$ cat config.mk
export PLATFORM = sky130hd
export DESIGN_NAME = trap_controller_flat
export DESIGN_NICKNAME = d
export VERILOG_FILES = /design/src/rtl/trap_controller_pkg.sv /design/src/rtl/trap_controller_if.sv /design/src/rtl/trap_csr_file.sv /design/src/rtl/trap_controller.sv /design/src/flat_wrapper.sv
export SDC_FILE = /design/constraint.sdc
export NUM_CORES = 1
export LEC_CHECK = 0
export ABC_AREA = 1
export CORE_UTILIZATION = 35
export DETAILED_ROUTE_END_ITERATION = 10
export GPL_TIMING_DRIVEN = 1
export PLACE_DENSITY = 0.67
export SLEW_MARGIN = 10
export SYNTH_ARGS = -nofsm -noshare
export SYNTH_HDL_FRONTEND = slang
export SYNTH_SLANG_ARGS = --single-unit
$ cat constraint.sdc
create_clock -name clk -period 2 [get_ports clk]
set_input_delay 0.3 -clock clk [delete_from_list [all_inputs] [get_ports clk]]
set_output_delay 0.3 -clock clk [all_outputs]
set_load 0.01 [all_outputs]
$ cat src/rtl/trap_controller_pkg.sv
// Shared types and constants for the machine-mode trap controller.
// Optional external interrupt support is enabled by TRAP_CTRL_EXT_IRQ_EN.
package trap_controller_pkg;

   localparam int XLEN = 32;

   typedef enum logic [1:0] {
      CFLOW_NORMAL,
      CFLOW_ECALL,
      CFLOW_EBREAK,
      CFLOW_MRET
   } cflow_mode_t;

   typedef enum logic [1:0] {
      IDLE,
      FENCEI_WAIT,
      REDIRECT
   } trap_state_t;

   localparam logic [11:0] CSR_MSTATUS = 12'h300;
   localparam logic [11:0] CSR_MIE     = 12'h304;
   localparam logic [11:0] CSR_MTVEC   = 12'h305;
   localparam logic [11:0] CSR_MEPC    = 12'h341;
   localparam logic [11:0] CSR_MCAUSE  = 12'h342;
   localparam logic [11:0] CSR_MTVAL   = 12'h343;
   localparam logic [11:0] CSR_MIP     = 12'h344;

   localparam logic [31:0] MCAUSE_ILLEGAL = 32'd2;
   localparam logic [31:0] MCAUSE_BREAK   = 32'd3;
   localparam logic [31:0] MCAUSE_ECALL_M = 32'd11;
   localparam logic [31:0] MCAUSE_EXT_IRQ = 32'h8000_000B;

   localparam int MSTATUS_MIE  = 3;
   localparam int MSTATUS_MPIE = 7;
   localparam int MIE_MEIE     = 11;

endpackage

$ cat src/rtl/trap_controller_if.sv
// Commit-side bundle between the pipeline and the trap controller.
// The irq_ext_i signal exists only when TRAP_CTRL_EXT_IRQ_EN is defined.
interface trap_controller_if
   import trap_controller_pkg::*;
#(
   parameter int XLEN = 32
);
   logic            valid_i;
   logic [XLEN-1:0] pc_i;
   logic [31:0]     instr_i;
   cflow_mode_t     cflow_mode_i;
   logic            illegal_op_i;
   logic            fencei_i;
   logic            csr_we_i;
   logic [11:0]     csr_addr_i;
   logic [XLEN-1:0] csr_wdata_i;
   logic [XLEN-1:0] csr_rdata_o;
   logic            commit_kill_o;
   logic            stall_o;
   logic            redirect_o;
   logic [XLEN-1:0] redirect_pc_o;
   logic            icache_flush_req_o;
   logic            icache_flush_ack_i;
`ifdef TRAP_CTRL_EXT_IRQ_EN
   logic            irq_ext_i;

   modport master (
      output valid_i, pc_i, instr_i, cflow_mode_i, illegal_op_i, fencei_i,
      output csr_we_i, csr_addr_i, csr_wdata_i, icache_flush_ack_i, irq_ext_i,
      input  csr_rdata_o, commit_kill_o, stall_o, redirect_o, redirect_pc_o,
      input  icache_flush_req_o
   );
   modport slave (
      input  valid_i, pc_i, instr_i, cflow_mode_i, illegal_op_i, fencei_i,
      input  csr_we_i, csr_addr_i, csr_wdata_i, icache_flush_ack_i, irq_ext_i,
      output csr_rdata_o, commit_kill_o, stall_o, redirect_o, redirect_pc_o,
      output icache_flush_req_o
   );
`else
   modport master (
      output valid_i, pc_i, instr_i, cflow_mode_i, illegal_op_i, fencei_i,
      output csr_we_i, csr_addr_i, csr_wdata_i, icache_flush_ack_i,
      input  csr_rdata_o, commit_kill_o, stall_o, redirect_o, redirect_pc_o,
      input  icache_flush_req_o
   );
   modport slave (
      input  valid_i, pc_i, instr_i, cflow_mode_i, illegal_op_i, fencei_i,
      input  csr_we_i, csr_addr_i, csr_wdata_i, icache_flush_ack_i,
      output csr_rdata_o, commit_kill_o, stall_o, redirect_o, redirect_pc_o,
      output icache_flush_req_o
   );
`endif
endinterface

$ cat src/rtl/trap_csr_file.sv
// Machine trap CSR storage, read mux and trap/MRET update port.
// TRAP_CTRL_EXT_IRQ_EN adds mie.MEIE and the read-only mip.MEIP view.
module trap_csr_file
   import trap_controller_pkg::*;
#(
   parameter int              XLEN        = 32,
   parameter logic [XLEN-1:0] RESET_MTVEC = 'h100
) (
   input  logic            clk,
   input  logic            reset,
   input  logic            i_csr_we,
   input  logic [11:0]     i_csr_addr,
   input  logic [XLEN-1:0] i_csr_wdata,
   output logic [XLEN-1:0] o_csr_rdata,
   input  logic            i_trap,
   input  logic [XLEN-1:0] i_trap_epc,
   input  logic [XLEN-1:0] i_trap_cause,
   input  logic [XLEN-1:0] i_trap_tval,
   input  logic            i_mret,
`ifdef TRAP_CTRL_EXT_IRQ_EN
   input  logic            i_irq_ext,
   output logic            o_mie,
   output logic            o_meie,
`endif
   output logic [XLEN-1:0] o_mtvec,
   output logic [XLEN-1:0] o_mepc
);

   logic            r_mie;
   logic            r_mpie;
   logic [XLEN-1:0] r_mtvec;
   logic [XLEN-1:0] r_mepc;
   logic [XLEN-1:0] r_mcause;
   logic [XLEN-1:0] r_mtval;
`ifdef TRAP_CTRL_EXT_IRQ_EN
   logic            r_meie;
`endif

   // Trap/MRET updates come last so they override a same-cycle CSR write.
   always_ff @(posedge clk) begin
      if (reset) begin
         r_mie    <= 1'b0;
         r_mpie   <= 1'b0;
         r_mtvec  <= {RESET_MTVEC[XLEN-1:2], 2'b00};
         r_mepc   <= '0;
         r_mcause <= '0;
         r_mtval  <= '0;
`ifdef TRAP_CTRL_EXT_IRQ_EN
         r_meie   <= 1'b0;
`endif
      end else begin
         if (i_csr_we) begin
            case (i_csr_addr)
               CSR_MSTATUS: begin
                  r_mie  <= i_csr_wdata[MSTATUS_MIE];
                  r_mpie <= i_csr_wdata[MSTATUS_MPIE];
               end
               CSR_MTVEC:  r_mtvec  <= {i_csr_wdata[XLEN-1:2], 2'b00};
               CSR_MEPC:   r_mepc   <= {i_csr_wdata[XLEN-1:2], 2'b00};
               CSR_MCAUSE: r_mcause <= i_csr_wdata;
               CSR_MTVAL:  r_mtval  <= i_csr_wdata;
`ifdef TRAP_CTRL_EXT_IRQ_EN
               CSR_MIE:    r_meie   <= i_csr_wdata[MIE_MEIE];
`endif
               default: ;
            endcase
         end
         if (i_trap) begin
            r_mepc   <= i_trap_epc;
            r_mcause <= i_trap_cause;
            r_mtval  <= i_trap_tval;
            r_mpie   <= r_mie;
            r_mie    <= 1'b0;
         end else if (i_mret) begin
            r_mie    <= r_mpie;
            r_mpie   <= 1'b1;
         end
      end
   end

   always_comb begin
      o_csr_rdata = '0;
      case (i_csr_addr)
         CSR_MSTATUS: begin
            o_csr_rdata[MSTATUS_MIE]  = r_mie;
            o_csr_rdata[MSTATUS_MPIE] = r_mpie;
         end
         CSR_MTVEC:  o_csr_rdata = r_mtvec;
         CSR_MEPC:   o_csr_rdata = r_mepc;
         CSR_MCAUSE: o_csr_rdata = r_mcause;
         CSR_MTVAL:  o_csr_rdata = r_mtval;
`ifdef TRAP_CTRL_EXT_IRQ_EN
         CSR_MIE:    o_csr_rdata[MIE_MEIE] = r_meie;
         CSR_MIP:    o_csr_rdata[MIE_MEIE] = i_irq_ext;
`endif
         default: ;
      endcase
   end

   assign o_mtvec = r_mtvec;
   assign o_mepc  = r_mepc;
`ifdef TRAP_CTRL_EXT_IRQ_EN
   assign o_mie   = r_mie;
   assign o_meie  = r_meie;
`endif

endmodule

$ cat src/rtl/trap_controller.sv
// Commit-stage trap, MRET and FENCE.I sequencer with PC redirect.
// Define TRAP_CTRL_EXT_IRQ_EN to take machine external interrupts.
module trap_controller
   import trap_controller_pkg::*;
#(
   parameter int              XLEN        = 32,
   parameter logic [XLEN-1:0] RESET_MTVEC = 'h100
) (
   input  logic              clk,
   input  logic              reset,
   trap_controller_if.slave  bus
);

   trap_state_t     r_state;
   logic            r_redirect;
   logic            r_flush_req;
   logic [XLEN-1:0] r_target;

   logic            w_accept, w_illegal, w_ebreak, w_ecall;
   logic            w_mret, w_fencei, w_irq, w_trap;
   logic [XLEN-1:0] w_cause, w_tval, w_epc, w_mtvec, w_mepc;

   assign w_accept  = bus.valid_i & (r_state == IDLE);
   assign w_illegal = w_accept & bus.illegal_op_i;
   assign w_ebreak  = w_accept & ~bus.illegal_op_i &
                      (bus.cflow_mode_i == CFLOW_EBREAK);
   assign w_ecall   = w_accept & ~bus.illegal_op_i &
                      (bus.cflow_mode_i == CFLOW_ECALL);
   assign w_mret    = w_accept & ~bus.illegal_op_i &
                      (bus.cflow_mode_i == CFLOW_MRET);
   assign w_fencei  = w_accept & ~bus.illegal_op_i &
                      (bus.cflow_mode_i == CFLOW_NORMAL) & bus.fencei_i;

`ifdef TRAP_CTRL_EXT_IRQ_EN
   logic w_mie, w_meie;
   assign w_irq = w_accept & ~bus.illegal_op_i &
                  (bus.cflow_mode_i == CFLOW_NORMAL) & ~bus.fencei_i &
                  w_mie & w_meie & bus.irq_ext_i;
`else
   assign w_irq = 1'b0;
`endif

   assign w_trap = w_illegal | w_ebreak | w_ecall | w_irq;
   assign w_epc  = {bus.pc_i[XLEN-1:2], 2'b00};

   // Cause terms above are already mutually exclusive by priority.
   always_comb begin
      w_cause = '0;
      w_tval  = '0;
      unique case (1'b1)
         w_illegal: begin
            w_cause = XLEN'(MCAUSE_ILLEGAL);
            w_tval  = XLEN'(bus.instr_i);
         end
         w_ebreak: begin
            w_cause = XLEN'(MCAUSE_BREAK);
            w_tval  = bus.pc_i;
         end
         w_ecall:  w_cause = XLEN'(MCAUSE_ECALL_M);
         w_irq:    w_cause = XLEN'(MCAUSE_EXT_IRQ);
         default: ;
      endcase
   end

   trap_csr_file #(
      .XLEN        (XLEN),
      .RESET_MTVEC (RESET_MTVEC)
   ) u_csr (
      .clk          (clk),
      .reset        (reset),
      .i_csr_we     (bus.csr_we_i & w_accept),
      .i_csr_addr   (bus.csr_addr_i),
      .i_csr_wdata  (bus.csr_wdata_i),
      .o_csr_rdata  (bus.csr_rdata_o),
      .i_trap       (w_trap),
      .i_trap_epc   (w_epc),
      .i_trap_cause (w_cause),
      .i_trap_tval  (w_tval),
      .i_mret       (w_mret),
`ifdef TRAP_CTRL_EXT_IRQ_EN
      .i_irq_ext    (bus.irq_ext_i),
      .o_mie        (w_mie),
      .o_meie       (w_meie),
`endif
      .o_mtvec      (w_mtvec),
      .o_mepc       (w_mepc)
   );

   always_ff @(posedge clk) begin
      if (reset) begin
         r_state     <= IDLE;
         r_redirect  <= 1'b0;
         r_flush_req <= 1'b0;
         r_target    <= '0;
      end else begin
         case (r_state)
            IDLE: begin
               r_redirect <= 1'b0;
               if (w_trap | w_mret) begin
                  r_state    <= REDIRECT;
                  r_redirect <= 1'b1;
                  r_target   <= w_trap ? w_mtvec : w_mepc;
               end else if (w_fencei) begin
                  r_state     <= FENCEI_WAIT;
                  r_flush_req <= 1'b1;
                  r_target    <= bus.pc_i + XLEN'(4);
               end
            end
            FENCEI_WAIT: begin
               if (bus.icache_flush_ack_i) begin
                  r_state     <= REDIRECT;
                  r_flush_req <= 1'b0;
                  r_redirect  <= 1'b1;
               end
            end
            REDIRECT: begin
               r_state    <= IDLE;
               r_redirect <= 1'b0;
            end
            default: begin
               r_state     <= IDLE;
               r_redirect  <= 1'b0;
               r_flush_req <= 1'b0;
            end
         endcase
      end
   end

   assign bus.commit_kill_o      = w_trap;
   assign bus.stall_o            = (r_state != IDLE);
   assign bus.redirect_o         = r_redirect;
   assign bus.redirect_pc_o      = r_target;
   assign bus.icache_flush_req_o = r_flush_req;

endmodule

$ cat src/flat_wrapper.sv
// flat-port wrapper written by rule: the top's interface ports become plain ports
module trap_controller_flat import trap_controller_pkg::*;
#(
   parameter int              XLEN        = 32,
   parameter logic [XLEN-1:0] RESET_MTVEC = 'h100
)
  (clk, reset, bus_valid_i, bus_pc_i, bus_instr_i, bus_cflow_mode_i, bus_illegal_op_i, bus_fencei_i, bus_csr_we_i, bus_csr_addr_i, bus_csr_wdata_i, bus_icache_flush_ack_i, bus_csr_rdata_o, bus_commit_kill_o, bus_stall_o, bus_redirect_o, bus_redirect_pc_o, bus_icache_flush_req_o);
  trap_controller_if #(.XLEN(XLEN)) bus_i ();
  input  logic clk;
  input  logic reset;
  input wire logic [$bits(bus_i.valid_i)-1:0] bus_valid_i;
  input wire logic [$bits(bus_i.pc_i)-1:0] bus_pc_i;
  input wire logic [$bits(bus_i.instr_i)-1:0] bus_instr_i;
  input wire logic [$bits(bus_i.cflow_mode_i)-1:0] bus_cflow_mode_i;
  input wire logic [$bits(bus_i.illegal_op_i)-1:0] bus_illegal_op_i;
  input wire logic [$bits(bus_i.fencei_i)-1:0] bus_fencei_i;
  input wire logic [$bits(bus_i.csr_we_i)-1:0] bus_csr_we_i;
  input wire logic [$bits(bus_i.csr_addr_i)-1:0] bus_csr_addr_i;
  input wire logic [$bits(bus_i.csr_wdata_i)-1:0] bus_csr_wdata_i;
  input wire logic [$bits(bus_i.icache_flush_ack_i)-1:0] bus_icache_flush_ack_i;
  output wire logic [$bits(bus_i.csr_rdata_o)-1:0] bus_csr_rdata_o;
  output wire logic [$bits(bus_i.commit_kill_o)-1:0] bus_commit_kill_o;
  output wire logic [$bits(bus_i.stall_o)-1:0] bus_stall_o;
  output wire logic [$bits(bus_i.redirect_o)-1:0] bus_redirect_o;
  output wire logic [$bits(bus_i.redirect_pc_o)-1:0] bus_redirect_pc_o;
  output wire logic [$bits(bus_i.icache_flush_req_o)-1:0] bus_icache_flush_req_o;
  assign bus_i.valid_i = bus_valid_i;
  assign bus_i.pc_i = bus_pc_i;
  assign bus_i.instr_i = bus_instr_i;
  assign bus_i.cflow_mode_i = bus_cflow_mode_i;
  assign bus_i.illegal_op_i = bus_illegal_op_i;
  assign bus_i.fencei_i = bus_fencei_i;
  assign bus_i.csr_we_i = bus_csr_we_i;
  assign bus_i.csr_addr_i = bus_csr_addr_i;
  assign bus_i.csr_wdata_i = bus_csr_wdata_i;
  assign bus_i.icache_flush_ack_i = bus_icache_flush_ack_i;
  assign bus_csr_rdata_o = bus_i.csr_rdata_o;
  assign bus_commit_kill_o = bus_i.commit_kill_o;
  assign bus_stall_o = bus_i.stall_o;
  assign bus_redirect_o = bus_i.redirect_o;
  assign bus_redirect_pc_o = bus_i.redirect_pc_o;
  assign bus_icache_flush_req_o = bus_i.icache_flush_req_o;
  trap_controller #(.XLEN(XLEN), .RESET_MTVEC(RESET_MTVEC)) u_core (.clk(clk), .reset(reset), .bus(bus_i));
endmodule
==> impl_results.md, run 1 <==
- Peak Freq: 475.7 MHz
- Final Hold Vio Count: 0
- Area grow syn2layout: 52.26%
- Seq pwr share: 40.4%
- DR vias: 11510
- Core area: 25980 sq um
- Failing checks: negative setup slack
- Slew HR: 38.91%
- Max IR drop VDD: 0.4170 mV
- Syn Area/Cell: 6.186 sq um
- CP Class: primary input to output pin
- Req. time, crit path: 1.70 ns
- Initial DRC Count: 1202
- Final Total Pwr: 0.008876 W
- Crit-path max FO: 4
- H-tree levels: 4
- Worst R2R Path Depth: 12
- Slowest-stage cell, CP: nor3b_4
- Commonest cells after routing, fill and taps aside: nand2_1, dfxtp_1, nand3_1
- Initial antenna violation count: 2
- Area after DPL: 12440 sq um
- CTS buffer count: 17
- Crit path capture type: output pin
- Grt total ovfl: 0
- Sequential share of the synthesized area: 35.14%
- Final Slew Violations: 0
- Synth Area in Compound Gates: 16.77%
- Net count, final: 1901
- Crit path launch type: primary input
- Status: finished with violations
- Clock Latency Late Sink: 0.44 ns
- Syn nets: 1610
- Chip Width: 164.4 microns
- Fin worst setup slack: -0.1022 ns
- Sw power: 0.002670 W
- Cells along the critical path: buf_8, inv_4, nand2_4, nor2_4, nor3b_4, nand2_2, buf_6, nor2_4, buf_12, clkbuf_16, a21oi_4, nand2_1, buf_2
- Data arrival, critical path: 1.80 ns
- Critical Path Max Stage Delay: 0.23 ns
- Simple-gate share of the synthesized area: 37.22%
- Post-synthesis xor/xnor area fraction: 0.3796%
- DR vias/cell: 5.398
- Post-Syn Area: 9230 sq um
- First-pass GRT wire length: 58910 microns
- Leakage: 6.203 nW
- # rows: 59
- Routed WL: 39610 microns
- Die Y: 164.4 microns
- Yosys warns: 0
- Full die area: 27030 sq um
- Sw frac: 30.08%
- Commonest register cell after synthesis: dfxtp_1
- Residual DRC: 0
- Hold path depth: 5
- R2r endpoint: u_core.u_csr.o_mepc[11]$_SDFFE_PP0P_
- Hold EP: u_core.bus.redirect_pc_o[1]$_SDFFE_PP0P_
- Cell Int Power: 0.006206 W
- RSZ-0062 raised after global routing: yes
- Cts hold-fix bufs: 0
- Min Hold Slack: 0.4381 ns
- Launching point of the worst reg2reg path: u_core.r_state[1]$_SDFFE_PP0P_
- Final setup fails: 30
- Initial core utilization: 35.52%
- Adder-cell share of the synthesized area: 0.1356%
- Worst hold start: bus_cflow_mode_i[0]
- CTS Sinks: 162
- DRT antenna net count: 0
- Post-synthesis mux area share: 0%
- Count of cell types in the netlist: 36
- R2r setup slk: 0.09 ns
- Cell Pwr Density: 631.6 nW/um^2
- Fin area: 14050 sq um
- I/O pin cnt: 185
- Clock power frac: 38.0%
- Synthesis-stage register bit count: 162
- Cells after Synth: 1492
- Vias in the first global route: 10800
- Hold WC Path Type: primary input to flop
- Least-Margin Pin Slew: 0.9163 ns
- Longest Clk Path Bufs: 2
- Comb pwr share: 21.6%
- HPWL Detailed: 25310 microns
- TritonRoute pass-1 iters: 5
- CTS tree: done
- GP Congestion: 0.9458
- Largest family of logic cells by synthesized area: simple AND/OR/NAND/NOR gates
- Mean routed wirelength per cell: 18.57 microns
- Pre-CTS setup slack: -0.7393 ns
- Buffers on Ports: 184
- Max cap viols: 0
- Tot GR Track Use: 28.70%
- Number of synthesized flops with an enable pin: 0
- CP most frequent cell: nor2_4
- Fin Clk Skew: 0.009229 ns
- Crit path time final: 2.102 ns
- Ys async rst share: 0%
- Root Driver: clkbuf_16
- Most common cell after layout, fill and taps aside: nand2_1
- Final worst path period share: 105.1%
- Fraction of layout cells with a size suffix above 1: 21.44%
- Fin Setup TNS: -2.153 ns
- CTS clk-pin slew, worst paths: 0.07 ns
- Largest net degree at the start of global routing: 72
==> power by group through the flow <==
stage	registers, W	clock network, W	logic (W)
3_3_place_gp	0.00363	0	0.00179
4_1_cts	0.00357	0.00338	0.00187
5_1_grt	0.00360	0.00351	0.00207
6_report	0.00359	0.00337	0.00192
3_5_place_dp	0.00363	0	0.00181
2_1_floorplan	0.00362	0	0.000843
==> layer usage <==
metal	GRT usage, %	wire length [microns]
met4	15.35	1941
met3	5.198	3342
met2	46.89	18430
met1	35.84	15890
met5	0	0
==> cell usage after synthesis (2+ instances only) <==
library cell / instances / share of area, %
o21ai_1: 2 / 0.11
a22oi_1: 29 / 2.4
o21bai_1: 4 / 0.33
inv_2: 8 / 0.33
inv_1: 115 / 4.7
nor2_2: 5 / 0.34
nand3b_1: 6 / 0.49
nand2_1: 425 / 17
clkbuf_1: 34 / 1.4
a21oi_1: 118 / 6.4
nor2_1: 160 / 6.5
o21ai_0: 128 / 6.9
nor3_1: 10 / 0.54
dfxtp_1: 162 / 35
buf_6: 5 / 0.61
buf_4: 15 / 1.2
nand3_1: 192 / 10
or2_2: 2 / 0.14
clkbuf_2: 3 / 0.16
nand2_2: 7 / 0.47
buf_2: 35 / 1.9
nand4_1: 9 / 0.61
a21boi_0: 3 / 0.24
xnor2_1: 3 / 0.28
==> worst max path at each step <==
stage / startpoint / cells after the start / end / slack (ns)
floorplan: bus_csr_addr_i[2] / 10 / bus_csr_rdata_o[23] / 0.26
global placement: bus_csr_addr_i[11] / 11 / bus_csr_rdata_o[6] / -0.68
detailed placement: bus_csr_addr_i[6] / 10 / bus_csr_rdata_o[2] / -0.74
CTS: bus_csr_addr_i[10] / 12 / bus_csr_rdata_o[12] / -0.08
global route: bus_csr_addr_i[3] / 13 / bus_csr_rdata_o[8] / -0.15
finish: bus_csr_addr_i[3] / 13 / bus_csr_rdata_o[8] / -0.10
==> cell families (layout without fill, tap and decap cells) <==
kind of cell	count (synthesis)	in the layout
xor+xnor	4	4
buf+inv	217	521
other cells	0	2
compound gates	288	288
flops	162	162
simple gates	820	820
fa+ha+maj	1	1
==> sequential cells by signal (all words and copies together), names as in the netlist <==
signal / count
u_core.bus.redirect_pc_o: 32
u_core.u_csr.r_mcause: 32
u_core.u_csr.r_mtval: 32
u_core.u_csr.o_mepc: 30
u_core.u_csr.o_mtvec: 30
u_core.r_state: 2
u_core.bus.icache_flush_req_o: 1
u_core.bus.redirect_o: 1
u_core.u_csr.r_mie: 1
u_core.u_csr.r_mpie: 1
==> metrics by stage <==
stage	cells	utilization, %
after floorplan	1492	-
after global placement	2063	47.86
after detailed placement	2063	47.86
after CTS	2123	52.27
after global routing	2133	54.08
final	2133	54.08
==> worst max-delay path: cells and delay by family <==
family          cells  cell delay (ns)
buf+inv             6             0.73
compound gates      1             0.05
simple gates        6             0.72
==> layout make-up <==
class,instances,area [sq um]
flip-flops and latches,162,3243
clock buffers,18,439.2
diodes,2,5.005
multi-input cells,1113,5522
repair buffers,365,3797
fillers,2442,11930
inverters,124,476.7
well taps,335,419.2
clock inverters,14,151.4
==> repair_timing <==
item	CTS	global route
cloned	8	3
gates resized for setup	277	98
endpoints found under the setup margin	33	43
pin swaps	18	31
buffers inserted	20	9
No activity file was read; power rests on OpenSTA's default activity.
==> run 2, diff against run 1 <==
CORE_MARGIN = 2   (was unset)
==> impl_results.md, run 2 (same netlist as run 1, synthesis figures left out) <==
- Comb pwr share: 21.2%
- HPWL Detailed: 25890 microns
- Die Y: 166.4 microns
- Met2 Use GR: 45.49%
- Buffers on Ports: 184
- Cells along the critical path: buf_6, inv_4, nand2_4, nor2_4, nor3b_4, nand2_2, buf_6, nor2_4, buf_6, buf_12, buf_6, nand2_4, nand3_2, buf_6
- Non-Filler Instances: 2124
- Status: finished with violations
- Met1 usage: 35.14%
- Crit path capture type: output pin
- Hold WC Path Type: primary input to flop
- DRT antenna net count: 0
- Data arrival, critical path: 1.83 ns
- Failing checks: negative setup slack
- Fraction of layout cells with a size suffix above 1: 19.40%
- GP Congestion: 0.9157
- Clock power frac: 38.1%
- I/O pin cnt: 185
- Seq pwr share: 40.7%
- CP Class: primary input to output pin
- Commonest cells after routing, fill and taps aside: nand2_1, nand3_1, dfxtp_1
- CTS clk-pin slew, worst paths: 0.07 ns
- Final worst path period share: 106.5%
- Max IR drop VDD: 0.5555 mV
- Initial core utilization: 35.52%
- Tot GR Track Use: 27.82%
- Full die area: 27690 sq um
- Net count, final: 1895
- Crit path launch type: primary input
- Crit-path max FO: 7
- Most common cell after layout, fill and taps aside: nand2_1
- DR vias: 11460
- Slew HR: 67.50%
- H-tree levels: 4
- Final Slew Violations: 0
- CTS tree: done
- GR peak layer: met2
- ANT cells: 0
- Routed WL: 39710 microns
- Sw power: 0.002596 W
- Leakage: 6.204 nW
- Fin Clk Skew: 0.007354 ns
- Final setup fails: 30
- Residual DRC: 0
- Cts hold-fix bufs: 0
- Initial DRC Count: 1050
- RSZ-0062 raised after global routing: yes
- Grt met3 use: 5.648%
- Critical Path Max Stage Delay: 0.22 ns
- Peak Freq: 469.6 MHz
- Longest Clk Path Bufs: 2
- Cell Pwr Density: 633.0 nW/um^2
- TritonRoute pass-1 iters: 6
- Least-Margin Pin Slew: 0.4868 ns
- # rows: 59
- Clock Latency Late Sink: 0.44 ns
- Slowest-stage cell, CP: nor3b_4
- Fin worst setup slack: -0.1294 ns
- Crit path buffers/inverters: 7
- CTS Sinks: 162
- Grt total ovfl: 0
- CP most frequent cell: buf_6
- CTS buffer count: 17
- Area grow syn2layout: 50.64%
- Crit-path leading delay family: buffers and inverters
- Sw frac: 29.49%
- DR vias/cell: 5.395
- Req. time, crit path: 1.70 ns
- Pre-CTS setup slack: -0.7476 ns
- Fin Setup TNS: -2.339 ns
- Root Driver: clkbuf_16
- Dpl cells: 2062
- Core area: 25980 sq um
- Vias in the first global route: 10840
- Largest net degree at the start of global routing: 72
- First-pass GRT wire length: 60480 microns
- Cell Int Power: 0.006206 W
- Chip Width: 166.4 microns
- Crit path time final: 2.129 ns
- Max cap viols: 0
- Initial antenna violation count: 1
- R2r setup slk: 0.23 ns
- Final Hold Vio Count: 0
- Mean routed wirelength per cell: 18.70 microns
run 2: cell count changes in the layout (fill, tap and decap cells not counted), sizes merged, moves of 2 or more:
cell           previous run  this run
clkdlybuf4s15             2         4
inv                     128       124
clkbuf                   22        25
buf                     217       213
diode                     2         0
dlygate4sd2               3         1
run 2: repair_timing:
item                       4_1_cts  5_1_grt
pin swaps                       28       18
hold endpoints to repair         0        0
cloned                          11        0
setup endpoints to repair       33       36
buffers inserted                22        2
resized for setup              279       79
run 2: final timing paths:
path                                                            from                                        to  depth (start not counted)
worst max-delay path                               bus_csr_addr_i[2]                       bus_csr_rdata_o[23]                         14
worst min register to register  u_core.u_csr.o_mtvec[3]$_SDFFE_PP0P_      u_core.u_csr.o_mtvec[3]$_SDFFE_PP0P_                          2
worst min-delay path                                           reset  u_core.bus.redirect_pc_o[0]$_SDFFE_PP0P_                          3
worst max register to register        u_core.r_state[1]$_SDFFE_PP0P_      u_core.u_csr.r_mtval[2]$_SDFFE_PP0P_                         11
run 2: per-stage QoR:
step	hold slack [ns]	power, W	cell area [sq um]	utilization [%]
2_1_floorplan	0.4363	0.004463	9230	-
3_3_place_gp	0.4513	0.005409	12380	47.64
3_5_place_dp	0.4555	0.005431	12380	47.64
4_1_cts	0.3886	0.008770	13620	52.41
5_1_grt	0.4095	0.009120	13900	53.51
6_report	0.3723	0.008801	13900	53.51
run 2: cell type report:
| class | instances | area (sq um) |
|---|---|---|
| multi-input combinational | 1113 | 5454 |
| timing repair buffer | 359 | 3739 |
| clock inverter | 9 | 103.9 |
| clock buffer | 22 | 474.2 |
| sequential | 162 | 3243 |
| tap | 335 | 419.2 |
| fill | 2472 | 12080 |
| inverter | 124 | 471.7 |
run 2: power by group through the flow:
stage	logic, W	clock network [W]	registers [W]
CTS	0.00182	0.00338	0.00356
finish	0.00187	0.00335	0.00358
global placement	0.00178	0	0.00363
floorplan	0.000843	0	0.00362
detailed placement	0.00180	0	0.00363
global route	0.00201	0.00351	0.00360
run 2: worst reg2reg max path, cell delays in order, from the launching register on:
cell and delay, ns:
dfxtp_1 0.33, inv_1 0.10, nand2_2 0.09, nor2_4 0.11
o21ai_2 0.07, nand2_2 0.09, clkinv_2 0.19, nand2_2 0.22
inv_2 0.09, buf_12 0.16, nor3_1 0.17, nor2_1 0.06
run 2: layer usage:
metal / vias up / share of wire [%]
met5: - / 0.033
met4: 2 / 4.9
met3: 138 / 8.3
met2: 586 / 46
met1: 5297 / 41
li1: 5436 / -
==> run 3, diff against run 2 <==
CTS_CLUSTER_DIAMETER = 150   (was unset)
==> results of run 3 <==
No change in the layout: final DEF, timing and power equal those of run 2.
